===== src/rtl/multicycle_controller.sv =====
// Multicycle control unit for a 16-bit processor.
// Latches a fetched instruction into ir and sequences
// BOOT -> FETCH -> DECODE -> EXECUTE -> (MEM -> (WRITEBACK)) -> FETCH.
// The data-memory request/ready handshake aborts after WAIT_MAX cycles.
// MUL/MULI stay in EXECUTE for MUL_LAT cycles.
// Optional build macro ILLEGAL_TRAP_EN adds an 'illegal' output. This output
// pulses in EXECUTE for undefined SPECIAL/SHIFT encodings, and those
// instructions then retire with only a PC update.
// Field decode and the mux controls are combinational from ir. Strobes depend
// on the registered state together with en and mem_ready, so a handshake
// completes in the same cycle that mem_ready is seen.

module multicycle_controller #(
    parameter int BOOT_CYCLES = 1,
    parameter int MUL_LAT     = 1,
    parameter int WAIT_MAX    = 15
) (
    input  logic        clk,
    input  logic        rst,
    input  logic        en,
    input  logic [15:0] instruction,
    input  logic        instr_valid,
    input  logic        mem_ready,
    output logic [3:0]  oper,
    output logic [3:0]  func,
    output logic [3:0]  cond,
    output logic [7:0]  immediate,
    output logic [3:0]  dstaddr,
    output logic [3:0]  srcaddr,
    output logic        alusrca,
    output logic        alusrcb,
    output logic        sign_ext_imm,
    output logic [1:0]  regsrc,
    output logic        pcsrc,
    output logic [1:0]  pcaddrsrc,
    output logic        pcwrite,
    output logic        regwrite,
    output logic        memwrite,
    output logic        mem_req,
    output logic        mem_err,
    output logic        busy
`ifdef ILLEGAL_TRAP_EN
    ,
    output logic        illegal
`endif
);

    typedef enum logic [2:0] {
        S_BOOT      = 3'd0,
        S_FETCH     = 3'd1,
        S_DECODE    = 3'd2,
        S_EXECUTE   = 3'd3,
        S_MEM       = 3'd4,
        S_WRITEBACK = 3'd5
    } state_t;

    // Counter limits are stored as "last cycle index" so a compare ends the phase.
    localparam logic [7:0] BOOT_LAST = 8'(BOOT_CYCLES - 1);
    localparam logic [7:0] MUL_LAST  = 8'(MUL_LAT - 1);
    localparam logic [7:0] WAIT_LAST = 8'(WAIT_MAX - 1);

    state_t      state_q, state_d;
    logic [7:0]  cnt_q, cnt_d;
    logic [15:0] ir_q, ir_d;

    logic is_special_s, is_bcond_s, is_shift_s, is_jal_s, is_jcond_s, is_scond_s;
    logic is_load_s, is_stor_s, is_mul_s, is_muli_s, is_cmpi_s, is_reg_nowb_s;
    logic no_regwrite_s, illegal_enc_s;
    logic [7:0] exec_last_s;

    // Saturating increment: the phase counters never wrap.
    function automatic logic [7:0] sat_inc(input logic [7:0] v);
        sat_inc = (v == 8'hFF) ? v : (v + 8'd1);
    endfunction

`ifdef ILLEGAL_TRAP_EN
    // Undefined encodings within the SPECIAL and SHIFT opcode groups.
    function automatic logic illegal_check(input logic [3:0] op, input logic [3:0] fn);
        logic r;
        r = 1'b0;
        if (op == 4'b0100) begin
            r = !(fn == 4'b0000 || fn == 4'b0100 || fn == 4'b1000 ||
                  fn == 4'b1100 || fn == 4'b1101);
        end else if (op == 4'b1000) begin
            r = !(fn == 4'b0000 || fn == 4'b0001 || fn == 4'b0010 ||
                  fn == 4'b0011 || fn == 4'b0100 || fn == 4'b0110);
        end else begin
            r = 1'b0;
        end
        illegal_check = r;
    endfunction
    assign illegal_enc_s = illegal_check(ir_q[15:12], ir_q[7:4]);
`else
    assign illegal_enc_s = 1'b0;
`endif

    // Instruction class decode from the latched instruction.
    assign is_special_s  = (ir_q[15:12] == 4'b0100);
    assign is_bcond_s    = (ir_q[15:12] == 4'b1100);
    assign is_shift_s    = (ir_q[15:12] == 4'b1000);
    assign is_jal_s      = is_special_s && (ir_q[7:4] == 4'b1000);
    assign is_jcond_s    = is_special_s && (ir_q[7:4] == 4'b1100);
    assign is_scond_s    = is_special_s && (ir_q[7:4] == 4'b1101);
    assign is_load_s     = is_special_s && (ir_q[7:4] == 4'b0000);
    assign is_stor_s     = is_special_s && (ir_q[7:4] == 4'b0100);
    assign is_muli_s     = (ir_q[15:12] == 4'b1110);
    assign is_mul_s      = is_muli_s || ((ir_q[15:12] == 4'b0000) && (ir_q[7:4] == 4'b1110));
    assign is_cmpi_s     = (ir_q[15:12] == 4'b1011);
    assign is_reg_nowb_s = (ir_q[15:12] == 4'b0000) &&
                           ((ir_q[7:4] == 4'b0000) || (ir_q[7:4] == 4'b1011));
    assign no_regwrite_s = is_cmpi_s || is_bcond_s || is_reg_nowb_s || is_jcond_s;
    assign exec_last_s   = is_mul_s ? MUL_LAST : 8'd0;

    // Datapath field and mux-control decode.
    assign oper         = ir_q[15:12];
    assign func         = ir_q[7:4];
    assign cond         = is_scond_s ? ir_q[3:0] : ir_q[11:8];
    assign immediate    = ir_q[7:0];
    assign dstaddr      = ir_q[11:8];
    assign srcaddr      = ir_q[3:0];
    assign alusrca      = !(is_bcond_s || is_jal_s || is_jcond_s);
    assign alusrcb      = (ir_q[13:12] != 2'b00) ||
                          (is_shift_s && (ir_q[7:6] == 2'b00)) || is_bcond_s;
    assign sign_ext_imm = (((ir_q[15:14] == 2'b01) || (ir_q[15:14] == 2'b10)) &&
                           (ir_q[13:12] != 2'b00)) || is_bcond_s || is_muli_s;
    assign regsrc       = is_jal_s ? 2'b01 : (is_load_s ? 2'b10 : 2'b00);
    assign pcsrc        = !alusrca;
    assign pcaddrsrc    = {!pcwrite, (state_q == S_BOOT) ? 1'b0 : pcsrc};
    assign busy         = (state_q != S_FETCH);

    // State, phase counter and instruction register.
    always_ff @(posedge clk or posedge rst) begin
        if (rst) begin
            state_q <= S_BOOT;
            cnt_q   <= 8'd0;
            ir_q    <= 16'h0000;
        end else begin
            state_q <= state_d;
            cnt_q   <= cnt_d;
            ir_q    <= ir_d;
        end
    end

    // Next-state, counter and strobe logic; en low freezes everything.
    always_comb begin
        state_d  = state_q;
        cnt_d    = cnt_q;
        ir_d     = ir_q;
        pcwrite  = 1'b0;
        regwrite = 1'b0;
        memwrite = 1'b0;
        mem_req  = 1'b0;
        mem_err  = 1'b0;
`ifdef ILLEGAL_TRAP_EN
        illegal  = 1'b0;
`endif
        if (en) begin
            case (state_q)
                S_BOOT: begin
                    if (cnt_q >= BOOT_LAST) begin
                        state_d = S_FETCH;
                        cnt_d   = 8'd0;
                    end else begin
                        cnt_d   = sat_inc(cnt_q);
                    end
                end
                S_FETCH: begin
                    if (instr_valid) begin
                        ir_d    = instruction;
                        state_d = S_DECODE;
                        cnt_d   = 8'd0;
                    end else begin
                        state_d = S_FETCH;
                    end
                end
                S_DECODE: begin
                    state_d = S_EXECUTE;
                    cnt_d   = 8'd0;
                end
                S_EXECUTE: begin
                    if (cnt_q >= exec_last_s) begin
                        cnt_d = 8'd0;
                        if (illegal_enc_s) begin
                            pcwrite = 1'b1;
                            state_d = S_FETCH;
`ifdef ILLEGAL_TRAP_EN
                            illegal = 1'b1;
`endif
                        end else if (is_load_s || is_stor_s) begin
                            state_d = S_MEM;
                        end else begin
                            pcwrite  = 1'b1;
                            regwrite = !no_regwrite_s;
                            state_d  = S_FETCH;
                        end
                    end else begin
                        cnt_d = sat_inc(cnt_q);
                    end
                end
                S_MEM: begin
                    mem_req  = 1'b1;
                    memwrite = is_stor_s;
                    if (mem_ready) begin
                        cnt_d = 8'd0;
                        if (is_stor_s) begin
                            pcwrite = 1'b1;
                            state_d = S_FETCH;
                        end else begin
                            state_d = S_WRITEBACK;
                        end
                    end else if (cnt_q >= WAIT_LAST) begin
                        mem_err = 1'b1;
                        pcwrite = 1'b1;
                        cnt_d   = 8'd0;
                        state_d = S_FETCH;
                    end else begin
                        cnt_d = sat_inc(cnt_q);
                    end
                end
                S_WRITEBACK: begin
                    regwrite = 1'b1;
                    pcwrite  = 1'b1;
                    state_d  = S_FETCH;
                end
                default: begin
                    state_d = S_BOOT;
                    cnt_d   = 8'd0;
                end
            endcase
        end else begin
            state_d = state_q;
            cnt_d   = cnt_q;
        end
    end

endmodule


===== config.mk =====
export PLATFORM = sky130hd
export DESIGN_NAME = multicycle_controller
export DESIGN_NICKNAME = d
export VERILOG_FILES = /design/src/rtl/multicycle_controller.sv
export SDC_FILE = /design/constraint.sdc
export NUM_CORES = 1
export LEC_CHECK = 0
export BUFFER_PORTS_ARGS = -buffer_cell sky130_fd_sc_hd__buf_4
export CAP_MARGIN = 20
export CORE_MARGIN = 10
export CORE_UTILIZATION = 30
export CTS_CLUSTER_SIZE = 8
export DETAILED_ROUTE_END_ITERATION = 16
export PLACE_DENSITY = 0.57
export SLEW_MARGIN = 20
export SYNTH_ARGS = -nofsm -noshare
export SYNTH_HDL_FRONTEND = slang
export SYNTH_SLANG_ARGS = --single-unit

===== constraint.sdc =====
create_clock -name clk -period 5.1 [get_ports clk]
set_input_delay 0.255 -clock clk [delete_from_list [all_inputs] [get_ports clk]]
set_output_delay 0.255 -clock clk [all_outputs]
set_load 0.05 [all_outputs]

==> impl_metrics.tcl, run 1 <==
set metrics [dict create \
    cp_data_arrival_time_ns 2.29 \
    cpMaxStageDelayCell "or3_1" \
    grt.total_usage_pct 9.82 \
    finalSetupViolCount 0 \
    hold_violations 0 \
    grt_pass1_vias 1497 \
    fmax_mhz 393 \
    antennaDiodeCount 0 \
    cts_made_buffers 3 \
    fin_hold_ws_ns 0.0192 \
    clock_power_share_pct 8.0 \
    initial_core_util_pct 30.8 \
    die_h_um 95.2 \
    final_util_pct 40.1 \
    synth_edf_count 0 \
    core_um2 5510 \
    pwr-share-comb_pct 65.7 \
    first_pass_iters 4 \
    drc 0 \
    grt_pass1_wl_um 7280 \
    hpwl_um 3600 \
    die_area_um2 9070 \
    first_iter_violations 120 \
    power_uw 1500 \
    finalNonFillerCells 293 \
    maxSlewViolCount 0 \
    postSynthAreaPerCell_um2 9.87 \
    cts_hold_buf 0 \
    crit_chain "or3_1 > nor3_4 > mux2_4 > o221a_1 > buf_4" \
    cap_violations 0 \
    netlist_instances 172 \
    cp-end-kind "output pin" \
    required_ns 4.85 \
    p_seq_share_pct 26.3 \
    worst_pin_slew_ns 0.779 \
    critPathMaxFanout 7 \
    synth_ff_type "dfrtp_1" \
    critPathMaxStageDelay_ns 0.52 \
    slew_headroom_pct 48.1 \
    grt_max_degree 19 \
    cp-start-kind "flop" \
    postSynth.asyncResetShare_pct 100 \
    totalWireLength_um 4610 \
    ys_ff_latch 27 \
    ir_drop_v 0.000360 \
    cts_tree "built" \
    p_sw_uw 864 \
    numPortBuffers 62 \
    clkLatencyLatePin_ns 0.27 \
    antenna_left 0 \
    min_path_type "input pin to async pin" \
    synthesis.nets 199 \
    nFillCells 548 \
    viasPerCell 4.94 \
    cts-root-buf "clkbuf_8" \
    min_period_over_period_pct 49.9 \
    die_w_um 95.2 \
    syn2layout_area_growth_pct 30.1 \
    ys_top_cells_by_area "dfrtp_1 (40%), mux2_2 (12%), buf_4 (4.4%)" \
    ys_types 45 \
    path_delay_family "simple AND/OR/NAND/NOR gates" \
    path_clk_slew_ns 0.09 \
    mostFrequentLayoutCells "buf_4 (62), dfrtp_1 (27), mux2_2 (18)" \
    yosysSeqAreaShare_pct 39.8 \
    dpl.cell_count 289 \
    core.rowCount 27 \
    rsz0062_at_grt "false" \
    cts_buffer_depth 2 \
    clock-skew-final_ns 0.00376 \
    ios 63 \
    h-tree-depth 1 \
    path_buf_inv 1 \
    yosys_warnings 0 \
    critical_path_class "flop to output pin" \
    cts-resized-gates 0 \
    nets 249 \
    synth_top_cell_by_area "dfrtp_1" \
    power_density_nw_per_um2 681 \
    overflow 0 \
    setup-tns-final_ns 0 \
    netlist.area_leader.share_pct 39.8 \
    wire_per_inst_um 15.7 \
    layout_commonest_cell "buf_4" \
    netlist_area_um2 1700 \
    status "finished, final reports clean" \
    leakagePower_uw 0.00100 \
    vias 1447 \
    internal-power_uw 641 \
    antenna_found_initial 0 \
    layout-drive-gt1-share_pct 40.7 \
    layout_min_cycle_time_ns 2.55 \
    switching_share_pct 57.4 \
    clock_sinks 27 \
    place.gp.congestion 0.767 \
    post_cts_buffers 0 \
]
-- flip-flops by register name, summed over array words and instances (netlist names) --
signal	count
ir_q	16
cnt_q	8
state_q	3
-- final timing paths --
check	from	to	slack (ns)	cells after the start
max	ir_q[12]	pcwrite	2.55	5
min	rst	ir_q[3]	0.02	2
max reg2reg	state_q[0]	ir_q[9]	3.05	3
min reg2reg	cnt_q[6]	cnt_q[6]	0.53	1
max in group asynchronous	rst	cnt_q[3]	4.61	3
min in group clk	instruction[15]	ir_q[15]	0.18	3
-- cell usage after synthesis (all sizes together) (2+ instances only) --
cell,n
dfrtp,27
mux2,19
buf,14
nand2,14
nand3,9
nor2,8
o21ai,8
inv,7
ha,6
nor2b,5
nor3,5
a21oi,4
clkbuf,4
nor4,4
o21a,4
and2,3
and3,3
nor3b,3
or3,3
a31oi,2
a41oi,2
nand2b,2
nor4b,2
o211ai,2
-- area by class of cell --
class                   count  area, um2  share of cell area [%]
multi-input cells         120        877                    39.7
flip-flops and latches     27        676                    30.6
repair buffers             63        493                    22.3
well taps                  72       90.1                    4.08
clock buffers               3       41.3                    1.87
inverters                   7       26.3                    1.19
clock inverters             1       5.00                   0.227
-- cell families after synthesis --
family | count (synthesis) | synth area share [%]
AO/OA/AOI/OAI | 31 | 12.7
adder cells (fa/ha/maj) | 6 | 4.42
buffers and inverters | 25 | 8.55
flip-flops | 27 | 39.8
multiplexers | 19 | 12.8
AND/OR/NAND/NOR | 64 | 21.7
-- layer usage --
metal | GRT usage (%) | vias to the layer above | routed length [um]
met1 | 12.5 | 688 | 2030
met5 | 0 | - | 0
met2 | 15.9 | 44 | 2240
met4 | 3.37 | 0 | 48
met3 | 2.36 | 4 | 296
li1 | - | 711 | -
-- worst reg2reg max path, cell delays in order, from the launching register on --
cell     delay (ns)
dfrtp_1        0.60
nor2b_1        0.24
and3_1         0.69
mux2_2         0.42
-- metrics by stage --
stage | area (um2) | setup slack [ns]
after floorplan | 1700 | 1.79
after global placement | 2130 | 2.90
after detailed placement | 2160 | 2.87
after CTS | 2210 | 2.56
after global routing | 2210 | 2.45
final | 2210 | 2.55
-- power groups by stage --
| stage | Sequential (uW) | Clock [uW] | Combinational [uW] |
|---|---|---|---|
| 2_1_floorplan | 573 | 0 | 568 |
| 3_3_place_gp | 394 | 0 | 997 |
| 3_5_place_dp | 399 | 0 | 999 |
| 4_1_cts | 395 | 126 | 1000 |
| 5_1_grt | 411 | 135 | 1040 |
| 6_report | 396 | 121 | 988 |
(Power assumes the default switching activity.)
==> inputs of run 2 (changes only) <==
Clock period 5.1 ns to 2.4 ns, I/O delays scaled along.
==> impl_metrics.tcl, run 2 (synthesis gave the netlist of run 1 again) <==
set metrics [dict create \
    wl_met2_um 2200 \
    wire_per_inst_um 15.6 \
    syn2layout_area_growth_pct 32.9 \
    critPathMaxStageDelay_ns 0.46 \
    core.rowCount 27 \
    wl_met1_um 2130 \
    hold_end "ir_q[14]" \
    fin_hold_ws_ns 0.0395 \
    min_path_type "input pin to flop" \
    initial_core_util_pct 30.8 \
    final_util_pct 41.0 \
    antenna_found_initial 0 \
    cts_buffer_depth 2 \
    layout_commonest_cell "buf_4" \
    vias 1454 \
    hold_violations 0 \
    critPathMaxFanout 7 \
    antennaDiodeCount 0 \
    grt_pass1_wl_um 7180 \
    rr_endpoint "state_q[2]" \
    reg2reg_from "ir_q[12]" \
    overflow 0 \
    numPortBuffers 62 \
    clock_power_share_pct 8.3 \
    cts_made_buffers 3 \
    leakagePower_uw 0.00102 \
    path_clk_slew_ns 0.11 \
    setup_ws_ns 0.0997 \
    required_ns 2.28 \
    nets 253 \
    totalWireLength_um 4640 \
    die_h_um 95.2 \
    first_iter_violations 75 \
    first_pass_iters 4 \
    ff2ff_path_depth 5 \
    grt_max_degree 28 \
    status "finished, final reports clean" \
    post-place-ws_ns 0.276 \
    grt_pass1_vias 1403 \
    layout_min_cycle_time_ns 2.30 \
    cp_data_arrival_time_ns 2.18 \
    cts-root-buf "clkbuf_8" \
    switching_share_pct 57.4 \
    hold_depth 3 \
    cap_violations 0 \
    grt.total_usage_pct 9.62 \
    dpl-instance-area_um2 2180 \
    r2r_slack_ns 0.61 \
    layout-drive-gt1-share_pct 44.0 \
    fmax_mhz 435 \
    cp-start-kind "flop" \
    ir_drop_v 0.000992 \
    worst_pin_slew_ns 0.554 \
    hpwl_um 3550 \
    top_layer "met4" \
    h-tree-depth 1 \
    p_sw_uw 1860 \
    finalSetupViolCount 0 \
    p_seq_share_pct 25.9 \
    rsz0062_at_grt "false" \
    regMostFlops "ir_q" \
    cts_tree "built" \
    largest_reg_flops 16 \
    clock_sinks 27 \
    core_um2 5510 \
    viasPerCell 4.90 \
    die_area_um2 9070 \
    internal-power_uw 1380 \
    slew_headroom_pct 62.8 \
    drc 0 \
    pwr-share-comb_pct 65.8 \
    place.gp.congestion 0.827 \
    critical_path_class "flop to output pin" \
    clock-skew-final_ns 0.0129 \
    cp-end-kind "output pin" \
    min_period_over_period_pct 95.8 \
    clkLatencyLatePin_ns 0.28 \
    reg.largest.list "ir_q (16), cnt_q (8), state_q (3)" \
    antenna_left 0 \
    maxSlewViolCount 0 \
    crit_chain "or3_4 > nor3_4 > mux2_4 > o221a_1 > buf_4" \
    mostFrequentLayoutCells "buf_4 (66), dfrtp_1 (27), mux2_2 (18)" \
    die_w_um 95.2 \
    power_density_nw_per_um2 1440 \
    ios 63 \
    fin_area_um2 2260 \
    worstHoldStart "instruction[14]" \
    cpMaxStageDelayCell "or3_4" \
    met3_length_um 272 \
]
run 2: area by class of cell:
type                       instances  area [um2]
timing repair buffer              67         505
clock inverter                     1        7.51
sequential                        27         676
fill                             575        3250
tap                               72        90.1
inverter                           7        26.3
multi-input combinational        120         911
clock buffer                       3        41.3
run 2: worst max path at each step:
stage	slack, ns	cells past startpoint	from	endpoint
after floorplan	-0.03	5	ir_q[15]	regwrite
after global placement	0.29	5	ir_q[12]	pcwrite
after detailed placement	0.28	5	ir_q[12]	pcwrite
after CTS	0.004	5	ir_q[12]	pcwrite
after global routing	0.03	5	ir_q[12]	pcwrite
final	0.1	5	ir_q[12]	pcwrite
run 2: per-layer routing:
metal  vias to the layer above  track usage, %
met2                        33            14.9
met3                         2            2.51
li1                        715               -
met5                         -               0
met4                         0            2.99
met1                       704            12.8
run 2: timing repair:
item,CTS,global route
setup buffers,0,2
gates resized for setup,0,1
endpoints found under the hold margin,27,0
pin swaps,1,1
setup endpoints to repair,1,2
hold buffers,1,0
run 2: worst max-delay path: cells and delay by family (launching register included):
kind | cells | cell delay [ns]
compound gates | 1 | 0.24
simple gates | 2 | 0.70
buf+inv | 1 | 0.19
flops | 1 | 0.45
mux | 1 | 0.33
run 2: power by group through the flow:
| stage | logic, uW | registers [uW] | clock network (uW) |
|---|---|---|---|
| 2_1_floorplan | 1230 | 1220 | 0 |
| 3_3_place_gp | 2140 | 844 | 0 |
| 3_5_place_dp | 2140 | 850 | 0 |
| 4_1_cts | 2150 | 840 | 278 |
| 5_1_grt | 2250 | 874 | 294 |
| 6_report | 2130 | 841 | 269 |
run 2: metrics by stage:
stage | setup TNS, ns | std cells | total power [uW]
2_1_floorplan | -0.0298 | 172 | 2440
3_3_place_gp | 0 | 290 | 2980
3_5_place_dp | 0 | 290 | 2990
4_1_cts | 0 | 295 | 3270
5_1_grt | 0 | 297 | 3410
6_report | 0 | 297 | 3240
